==> config.mk <==
export PLATFORM = sky130hd
export DESIGN_NAME = mem_bus_arbiter
export DESIGN_NICKNAME = d
export VERILOG_FILES = /design/src/rtl/mem_bus_arbiter.sv
export SDC_FILE = /design/constraint.sdc
export NUM_CORES = 1
export LEC_CHECK = 0
export ABC_AREA = 1
export CORE_UTILIZATION = 44
export CTS_BUF_LIST = sky130_fd_sc_hd__clkbuf_8
export DETAILED_ROUTE_END_ITERATION = 7
export GPL_TIMING_DRIVEN = 0
export PLACE_DENSITY = 0.83
export SLEW_MARGIN = 20
export SYNTH_ARGS = -nofsm -noshare
export SYNTH_HDL_FRONTEND = slang
export SYNTH_SLANG_ARGS = --single-unit
==> constraint.sdc <==
create_clock -name clk -period 1.71 [get_ports clk]
set_input_delay 0.342 -clock clk [delete_from_list [all_inputs] [get_ports clk]]
set_output_delay 0.342 -clock clk [all_outputs]
set_load 0.02 [all_outputs]
==> src/rtl/mem_bus_arbiter.sv <==
// Shared memory-bus arbiter between the IF (fetch) and MEM (load/store) stages.
// Sequences variable-latency transfers, drives the stall vector, handles flush and timeout.
module mem_bus_arbiter #(
    parameter int ADDR_W  = 32,
    parameter int DATA_W  = 32,
    parameter int TIMEOUT = 16
) (
    input  logic              clk,
    input  logic              rst,
    input  logic              if_req,
    input  logic [ADDR_W-1:0] if_addr,
    output logic [DATA_W-1:0] if_rdata,
    output logic              if_ack,
    input  logic              mem_req,
    input  logic              mem_we,
    input  logic [ADDR_W-1:0] mem_addr,
    input  logic [DATA_W-1:0] mem_wdata,
    input  logic [3:0]        mem_sel,
    output logic [DATA_W-1:0] mem_rdata,
    output logic              mem_ack,
    input  logic              flush,
    output logic [5:0]        stall,
    output logic              bus_err,
    output logic              bus_req,
    output logic              bus_we,
    output logic [ADDR_W-1:0] bus_addr,
    output logic [DATA_W-1:0] bus_wdata,
    output logic [3:0]        bus_sel,
    input  logic [DATA_W-1:0] bus_rdata,
    input  logic              bus_ack
);

    typedef enum logic [1:0] {IDLE, IF_BUSY, MEM_BUSY, IF_DROP} state_e;

    localparam int CNT_W = (TIMEOUT > 2) ? $clog2(TIMEOUT) : 1;
    localparam logic [CNT_W-1:0] CNT_MAX = CNT_W'(TIMEOUT - 1);

    state_e            state_q, state_d;
    logic [CNT_W-1:0]  cnt_q, cnt_d;
    logic              last_mem_q, last_mem_d;
    logic              bus_req_q, bus_req_d;
    logic              bus_we_q, bus_we_d;
    logic [ADDR_W-1:0] bus_addr_q, bus_addr_d;
    logic [DATA_W-1:0] bus_wdata_q, bus_wdata_d;
    logic [3:0]        bus_sel_q, bus_sel_d;
    logic              if_ack_q, if_ack_d;
    logic [DATA_W-1:0] if_rdata_q, if_rdata_d;
    logic              mem_ack_q, mem_ack_d;
    logic [DATA_W-1:0] mem_rdata_q, mem_rdata_d;
    logic              bus_err_q, bus_err_d;

    logic if_ok;
    logic tmo;
    logic done;

    assign if_ok = if_req && !flush;
    assign tmo   = !bus_ack && (cnt_q == CNT_MAX);
    assign done  = bus_ack || tmo;

    always_comb begin
        state_d     = state_q;
        cnt_d       = cnt_q;
        last_mem_d  = last_mem_q;
        bus_req_d   = bus_req_q;
        bus_we_d    = bus_we_q;
        bus_addr_d  = bus_addr_q;
        bus_wdata_d = bus_wdata_q;
        bus_sel_d   = bus_sel_q;
        if_ack_d    = 1'b0;
        if_rdata_d  = if_rdata_q;
        mem_ack_d   = 1'b0;
        mem_rdata_d = mem_rdata_q;
        bus_err_d   = 1'b0;
        unique case (state_q)
            IDLE: begin
                // Requesters still hold req during their ack cycle.
                if (!(if_ack_q || mem_ack_q)) begin
                    if (mem_req && (!if_ok || !last_mem_q)) begin
                        state_d     = MEM_BUSY;
                        cnt_d       = '0;
                        bus_req_d   = 1'b1;
                        bus_we_d    = mem_we;
                        bus_addr_d  = mem_addr;
                        bus_wdata_d = mem_wdata;
                        bus_sel_d   = mem_sel;
                    end else if (if_ok) begin
                        state_d     = IF_BUSY;
                        cnt_d       = '0;
                        bus_req_d   = 1'b1;
                        bus_we_d    = 1'b0;
                        bus_addr_d  = if_addr;
                        bus_wdata_d = '0;
                        bus_sel_d   = 4'hF;
                    end
                end
            end
            IF_BUSY: begin
                if (done) begin
                    state_d    = IDLE;
                    bus_req_d  = 1'b0;
                    last_mem_d = 1'b0;
                    bus_err_d  = tmo;
                    if (!flush) begin
                        if_ack_d   = 1'b1;
                        if_rdata_d = bus_ack ? bus_rdata : '0;
                    end
                end else begin
                    cnt_d = cnt_q + 1'b1;
                    if (flush) state_d = IF_DROP;
                end
            end
            MEM_BUSY: begin
                if (done) begin
                    state_d     = IDLE;
                    bus_req_d   = 1'b0;
                    last_mem_d  = 1'b1;
                    bus_err_d   = tmo;
                    mem_ack_d   = 1'b1;
                    mem_rdata_d = (bus_ack && !bus_we_q) ? bus_rdata : '0;
                end else begin
                    cnt_d = cnt_q + 1'b1;
                end
            end
            IF_DROP: begin
                if (done) begin
                    state_d    = IDLE;
                    bus_req_d  = 1'b0;
                    last_mem_d = 1'b0;
                    bus_err_d  = tmo;
                end else begin
                    cnt_d = cnt_q + 1'b1;
                end
            end
            default: state_d = IDLE;
        endcase
    end

    always_ff @(posedge clk or negedge rst) begin
        if (!rst) begin
            state_q     <= IDLE;
            cnt_q       <= '0;
            last_mem_q  <= 1'b0;
            bus_req_q   <= 1'b0;
            bus_we_q    <= 1'b0;
            bus_addr_q  <= '0;
            bus_wdata_q <= '0;
            bus_sel_q   <= '0;
            if_ack_q    <= 1'b0;
            if_rdata_q  <= '0;
            mem_ack_q   <= 1'b0;
            mem_rdata_q <= '0;
            bus_err_q   <= 1'b0;
        end else begin
            state_q     <= state_d;
            cnt_q       <= cnt_d;
            last_mem_q  <= last_mem_d;
            bus_req_q   <= bus_req_d;
            bus_we_q    <= bus_we_d;
            bus_addr_q  <= bus_addr_d;
            bus_wdata_q <= bus_wdata_d;
            bus_sel_q   <= bus_sel_d;
            if_ack_q    <= if_ack_d;
            if_rdata_q  <= if_rdata_d;
            mem_ack_q   <= mem_ack_d;
            mem_rdata_q <= mem_rdata_d;
            bus_err_q   <= bus_err_d;
        end
    end

    // Stall is forced low while reset is held so the pipeline is released at once.
    always_comb begin
        stall = 6'b000000;
        if (rst) begin
            if (mem_req && !mem_ack_q)
                stall = 6'b011111;
            else if (if_req && !if_ack_q && !flush)
                stall = 6'b000011;
        end
    end

    assign bus_req   = bus_req_q;
    assign bus_we    = bus_we_q;
    assign bus_addr  = bus_addr_q;
    assign bus_wdata = bus_wdata_q;
    assign bus_sel   = bus_sel_q;
    assign if_ack    = if_ack_q;
    assign if_rdata  = if_rdata_q;
    assign mem_ack   = mem_ack_q;
    assign mem_rdata = mem_rdata_q;
    assign bus_err   = bus_err_q;

endmodule
==> flow_summary.yaml, run 1 <==
critical_path:
  required_ns: 1.37
  critPathMaxStageDelay_ns: 0.48
  startpoint_type: "input pin"
  critPathBufInv: 3
  crit_chain: "clkdlybuf4s50_1, nand2_1, o31ai_4, buf_4, buf_6"
  critPathMaxFanout: 2
  critPathKind: "input pin to output port"
  worstSetupEndpointType: "output port"
  critPathArrivalTime_ns: 1.41
  slowest_stage: "clkdlybuf4s50_1"
  crit_family: "buffers and inverters"
logic_synthesis:
  yosysSeqAreaShare_pct: 55.6
  syn_nets: 932
  syn_inst: 792
  ys_ff_latch: 144
  yosysUniqueCellTypes: 28
  syn_avg_cell_area_um2: 8.18
  yosys_warnings: 0
  syn_area_um2: 6480
floorplan:
  die_area_um2: 15200
  die_y_um: 123
  io_pins: 282
  initial_core_util_pct: 45.9
  rows: 43
  die_x_um: 123
  fp.coreArea_um2: 14100
clocking:
  htreeDepth: 4
  cts_buffers: 17
  cts_tree: "yes"
  ctsRootBufferMaster: "clkbuf_8"
  clk_latency_ns: 0.45
  cts_sinks: 144
  clockBufferDepth: 2
  clkTransAtPathRegs_ns: 0.08
routing:
  ant_nets: 0
  vias_per_cell: 4.92
  dr.first_iter.drc_count: 325
  routedWlPerCell_um: 15.9
  finalWirelength_um: 20600
  drtPass1Iterations: 5
  drc: 0
  vias: 6350
cells_and_area:
  antennaDiodeCount: 0
  syn2layout_area_growth_pct: 52.7
  fin_area_um2: 9890
  layout.nets: 1240
  final_cells: 1291
  drive_above_1_share_pct: 9.00
pwr:
  irDropWorstVdd_mv: 0.958
  leakage_uw: 0.00541
  powerDensity_nw_per_um2: 1580
global_routing:
  grt_pass1_vias: 6357
  grt_pass1_wl_um: 32200
  grt_max_degree: 50
  grt-ovfl-total: 0
  antenna_found_initial: 2
  track_usage_pct: 28.1
sta:
  slew_violations: 0
  fin_skew_ns: 0.0106
  hold_viol_final: 0
  setup_viol: 1
  layout_setup_ws_ns: -0.0371
  slew_headroom_pct: 63.6
  holdWs_ns: 0.0770
  fmax_mhz: 572
  tightest_slew_ns: 0.547
  rsz0062_at_grt: "true"
  period_needed_ns: 1.75
  layout_worst_path_cycle_share_pct: 102
  fin_tns_setup_ns: -0.0371
placement:
  dp_hpwl_um: 14900
  gp_congestion: 0.806
  port_buffers: 280
  dp.cells: 1253
  postPlaceCellArea_um2: 9540
worst_hold_path:
  hp-class: "input pin to asynchronous set/reset pin"
outcome:
  violations: "setup timing"
  status: "finished with violations"
job:
  cap_violations: 0
-- layout by cell type (no fill, tap or decap), types with 3 or more instances in the layout --
| master | Yosys | layout |
|---|---|---|
| nand2_1 | 385 | 385 |
| o21ai_0 | 39 | 38 |
| nand3_1 | 9 | 7 |
| buf_2 | 21 | 23 |
| dlygate4sd2_1 | 0 | 138 |
| clkdlybuf4s50_1 | 0 | 136 |
| buf_4 | 12 | 13 |
| buf_6 | 9 | 14 |
| inv_2 | 5 | 5 |
| inv_1 | 41 | 42 |
| nor2_1 | 38 | 38 |
| clkbuf_8 | 0 | 17 |
| o31ai_1 | 33 | 32 |
| nand3_2 | 1 | 3 |
| clkinv_2 | 0 | 5 |
| o21ai_1 | 31 | 32 |
| clkbuf_1 | 8 | 8 |
| dfrtp_1 | 144 | 144 |
-- final timing paths --
| kind | startpoint | to | slack [ns] | cells past startpoint |
|---|---|---|---|---|
| worst max-delay path | if_req | stall[1] | -0.04 | 5 |
| worst min-delay path | rst | bus_wdata[3]$_DFFE_PN0P_ | 0.08 | 3 |
| worst max register to register | if_ack$_DFF_PN0_ | bus_wdata[14]$_DFFE_PN0P_ | 0.10 | 5 |
| worst min register to register | bus_addr[23]$_DFFE_PN0P_ | bus_addr[23]$_DFFE_PN0P_ | 0.48 | 2 |
| max in group asynchronous | rst | bus_sel[1]$_DFFE_PN0P_ | 0.74 | 3 |
| min in group clk | flush | state_q[0]$_DFFE_PN0P_ | 0.44 | 4 |
-- Yosys cell counts --
master,n,area (um2)
o21ai_1,31,155
nand2_4,1,11.3
o21bai_1,1,7.51
nor2_4,2,22.5
nor2_1,38,143
o21ai_0,39,195
nand2_1,385,1450
nor2_2,1,6.26
buf_2,21,105
clkbuf_2,1,5.00
nand3_2,1,10.0
inv_1,41,154
ha_1,1,12.5
clkbuf_1,8,30.0
or2_1,1,6.26
xor2_1,2,17.5
o21a_1,1,7.51
inv_2,5,18.8
buf_1,1,3.75
o31ai_1,33,248
nand3_4,1,17.5
dfrtp_1,144,3600
conb_1,1,3.75
nand3_1,9,45.0
nor3_1,1,5.00
buf_6,9,101
nand2_2,1,6.26
buf_4,12,90.1
-- registers in the layout, summed over array words and instances, names as in the netlist, 2 cells and up --
| signal | flops |
|---|---|
| bus_addr | 32 |
| bus_sel | 4 |
| bus_wdata | 32 |
| cnt_q | 4 |
| if_rdata | 32 |
| mem_rdata | 32 |
| state_q | 2 |
-- per-stage QoR --
| step | setup slack [ns] | util (%) | power, uW |
|---|---|---|---|
| 2_1_floorplan | 0.187 | - | 9910 |
| 3_3_place_gp | -5.90 | 67.5 | 13900 |
| 3_5_place_dp | -0.966 | 67.7 | 14100 |
| 4_1_cts | -0.0913 | 69.9 | 15700 |
| 5_1_grt | -0.0962 | 70.2 | 16700 |
| 6_report | -0.0371 | 70.2 | 15600 |
-- worst register-to-register path, delay by kind of cell (launching register included) --
kind            cells  cell delay (ns)
simple gates        2             0.43
compound gates      1             0.25
buf+inv             2             0.43
flops               1             0.42
-- report_power, final --
part / switching, uW / total, uW / internal [uW] / leakage, uW
sequential: 734 / 5550 / 4810 / 0.00185
clock: 1290 / 2540 / 1260 / 0.000190
combinational: 4700 / 7540 / 2840 / 0.00337
-- layout make-up --
cell class / count / area, um2
fillers: 1164 / 4210
flip-flops and latches: 144 / 3600
repair buffers: 289 / 2800
multi-input cells: 550 / 2390
plain buffers: 52 / 343
clock buffers: 17 / 234
well taps: 180 / 225
inverters: 46 / 175
clock inverters: 13 / 125
-- cell families after synthesis --
| logic type | after synthesis | share of synthesized area [%] |
|---|---|---|
| and+or+nand+nor | 441 | 26.5 |
| DFF | 144 | 55.6 |
| AOI/OAI and AO/OA | 105 | 9.47 |
| buffers and inverters | 98 | 7.84 |
| xor gates and xnor gates | 2 | 0.271 |
| adders and majority gates | 1 | 0.193 |
| other | 1 | 0.0579 |
-- layer usage --
| metal | global-route usage (%) | wire [um] | part of all wire, % | vias up |
|---|---|---|---|---|
| li1 | - | - | - | 3077 |
| met1 | 31.6 | 8000 | 39 | 2981 |
| met2 | 48.5 | 10100 | 49 | 251 |
| met3 | 10.1 | 2030 | 9.9 | 37 |
| met4 | 10.9 | 413 | 2.0 | 4 |
| met5 | 0 | 23 | 0.11 | - |
-- what timing repair did --
action / in CTS / in global routing
pin swaps: 1 / 1
resized for setup: 164 / 9
buffers inserted: 1 / 1
cloned: 2 / 0
endpoints found under the setup margin: 142 / 33
hold endpoints to repair: 48 / 0
hold buffers: 4 / 0
No activity file was read; power rests on OpenSTA's default activity.
==> run 2, diff against run 1 <==
--- a/config.mk
+++ b/config.mk
@@ -10,7 +10,7 @@
 export CTS_BUF_LIST = sky130_fd_sc_hd__clkbuf_8
 export DETAILED_ROUTE_END_ITERATION = 7
 export GPL_TIMING_DRIVEN = 0
-export PLACE_DENSITY = 0.83
+export PLACE_DENSITY_LB_ADDON = 0.05
 export SLEW_MARGIN = 20
 export SYNTH_ARGS = -nofsm -noshare
 export SYNTH_HDL_FRONTEND = slang
==> flow_summary.yaml, run 2 (same netlist as run 1, synthesis figures left out) <==
sta:
  holdWs_ns: -0.240
  fmax_mhz: 589
  setup_viol: 0
  slew_violations: 0
  period_needed_ns: 1.70
  fin_skew_ns: 0.0123
  hold_viol_final: 55
  layout_setup_ws_ns: 0.0109
  fin_tns_setup_ns: 0
  rsz0062_at_grt: "true"
  tightest_slew_ns: 0.501
  layout_worst_path_cycle_share_pct: 99.4
  slew_headroom_pct: 66.6
pwr:
  leakage_uw: 0.00536
  irDropWorstVdd_mv: 0.926
  powerDensity_nw_per_um2: 1580
critical_path:
  critPathArrivalTime_ns: 1.36
  required_ns: 1.37
  critPathMaxFanout: 2
  reg2reg_depth: 5
  critPathKind: "register to output port"
  startpoint_type: "register"
  worstSetupEndpointType: "output port"
global_routing:
  grt_pass1_vias: 5787
  antenna_found_initial: 0
  grt_max_degree: 90
  grt.met2_usage_pct: 43.2
  grtUsageMet1_pct: 31.1
  track_usage_pct: 25.6
  grt_pass1_wl_um: 29700
  gr-max-usage-layer: "met2"
  grt-ovfl-total: 0
  met3_usage_pct: 7.66
routing:
  ant_nets: 0
  vias_per_cell: 4.77
  drc: 0
  vias: 6146
  routedWlPerCell_um: 14.8
  finalWirelength_um: 19100
  drtPass1Iterations: 5
  dr.first_iter.drc_count: 359
clocking:
  cts_sinks: 144
  cts_tree: "yes"
  clk_latency_ns: 0.44
  cts_buffers: 17
  clkTransAtPathRegs_ns: 0.08
  ctsRootBufferMaster: "clkbuf_8"
  clockBufferDepth: 2
  htreeDepth: 4
floorplan:
  die_y_um: 123
  die_area_um2: 15200
  fp.coreArea_um2: 14100
  die_x_um: 123
  initial_core_util_pct: 45.9
  io_pins: 282
  rows: 43
job:
  cap_violations: 0
cells_and_area:
  drive_above_1_share_pct: 9.12
  mostFrequentLayoutCells: "nand2_1 (384), dfrtp_1 (144), dlygate4sd2_1 (139)"
  layout.nets: 1235
  fillCellCount: 1246
  syn2layout_area_growth_pct: 51.1
  antennaDiodeCount: 0
  layout.cells.most_common: "nand2_1"
placement:
  dp_hpwl_um: 13900
  dp_slack_ns: -0.608
  gp_congestion: 0.785
  port_buffers: 280
outcome:
  status: "finished with violations"
  violations: "hold timing"
worst_hold_path:
  hp-class: "input pin to asynchronous set/reset pin"
## run 2: changes by cell type in the layout (fill, tap and decap cells not counted), moves of 2 or more
cell	delta
clkbuf_8	+4
bufbuf_16	-2
buf_4	+2
buf_6	-2
dlygate4sd3_1	-2
## run 2: power by group
part           switching, uW  total [uW]  internal (uW)
Combinational           4600        7420           2820
Clock                   1280        2560           1290
Sequential               708        5520           4810
Total                   6580       15500           8920
## run 2: per-layer routing
| layer | wire (um) | vias up |
|---|---|---|
| met5 | 0 | - |
| met4 | 327 | 0 |
| met3 | 1640 | 24 |
| met2 | 9230 | 205 |
| met1 | 7890 | 2844 |
| li1 | - | 3073 |
## run 2: worst paths after layout
check	startpoint	slack, ns	end
hold / removal	rst	-0.24	mem_rdata[6]$_DFFE_PN0P_
hold reg to reg	bus_addr[2]$_DFFE_PN0P_	0.47	bus_addr[2]$_DFFE_PN0P_
max in group asynchronous	rst	1.22	bus_addr[4]$_DFFE_PN0P_
setup / recovery	if_ack$_DFF_PN0_	0.01	stall[1]
setup reg to reg	if_ack$_DFF_PN0_	0.17	bus_wdata[19]$_DFFE_PN0P_
min in group clk	mem_wdata[6]	0.44	bus_wdata[6]$_DFFE_PN0P_
## run 2: worst max-delay path: stages (launching register included)
cell and delay [ns]:
dfrtp_1 0.41, o31ai_4 0.26, buf_4 0.14, buf_6 0.10
## run 2: metrics by stage
step	instance area [um2]	util (%)	total power, uW	cells
floorplan	6480	-	9910	792
finish	9790	69.4	15500	1288
detailed placement	9540	67.7	14000	1253
global placement	9510	67.5	13900	1252
CTS	9750	69.1	15600	1285
global route	9790	69.4	16600	1288
## run 2: final cells by class
cell class | count | area (um2) | area share, %
Sequential cell | 144 | 3600 | 36.8
Clock buffer | 21 | 289 | 2.95
Tap cell | 180 | 225 | 2.30
Inverter | 46 | 173 | 1.76
Buffer | 52 | 335 | 3.43
Timing Repair Buffer | 284 | 2680 | 27.4
Multi-Input combinational cell | 550 | 2390 | 24.4
Clock inverter | 11 | 88.8 | 0.908
## run 2: what timing repair did
action	in CTS	in global routing
hold endpoints to repair	55	55
gates resized for setup	166	6
endpoints found under the setup margin	142	36
buffers inserted	0	3
pin swaps	1	0
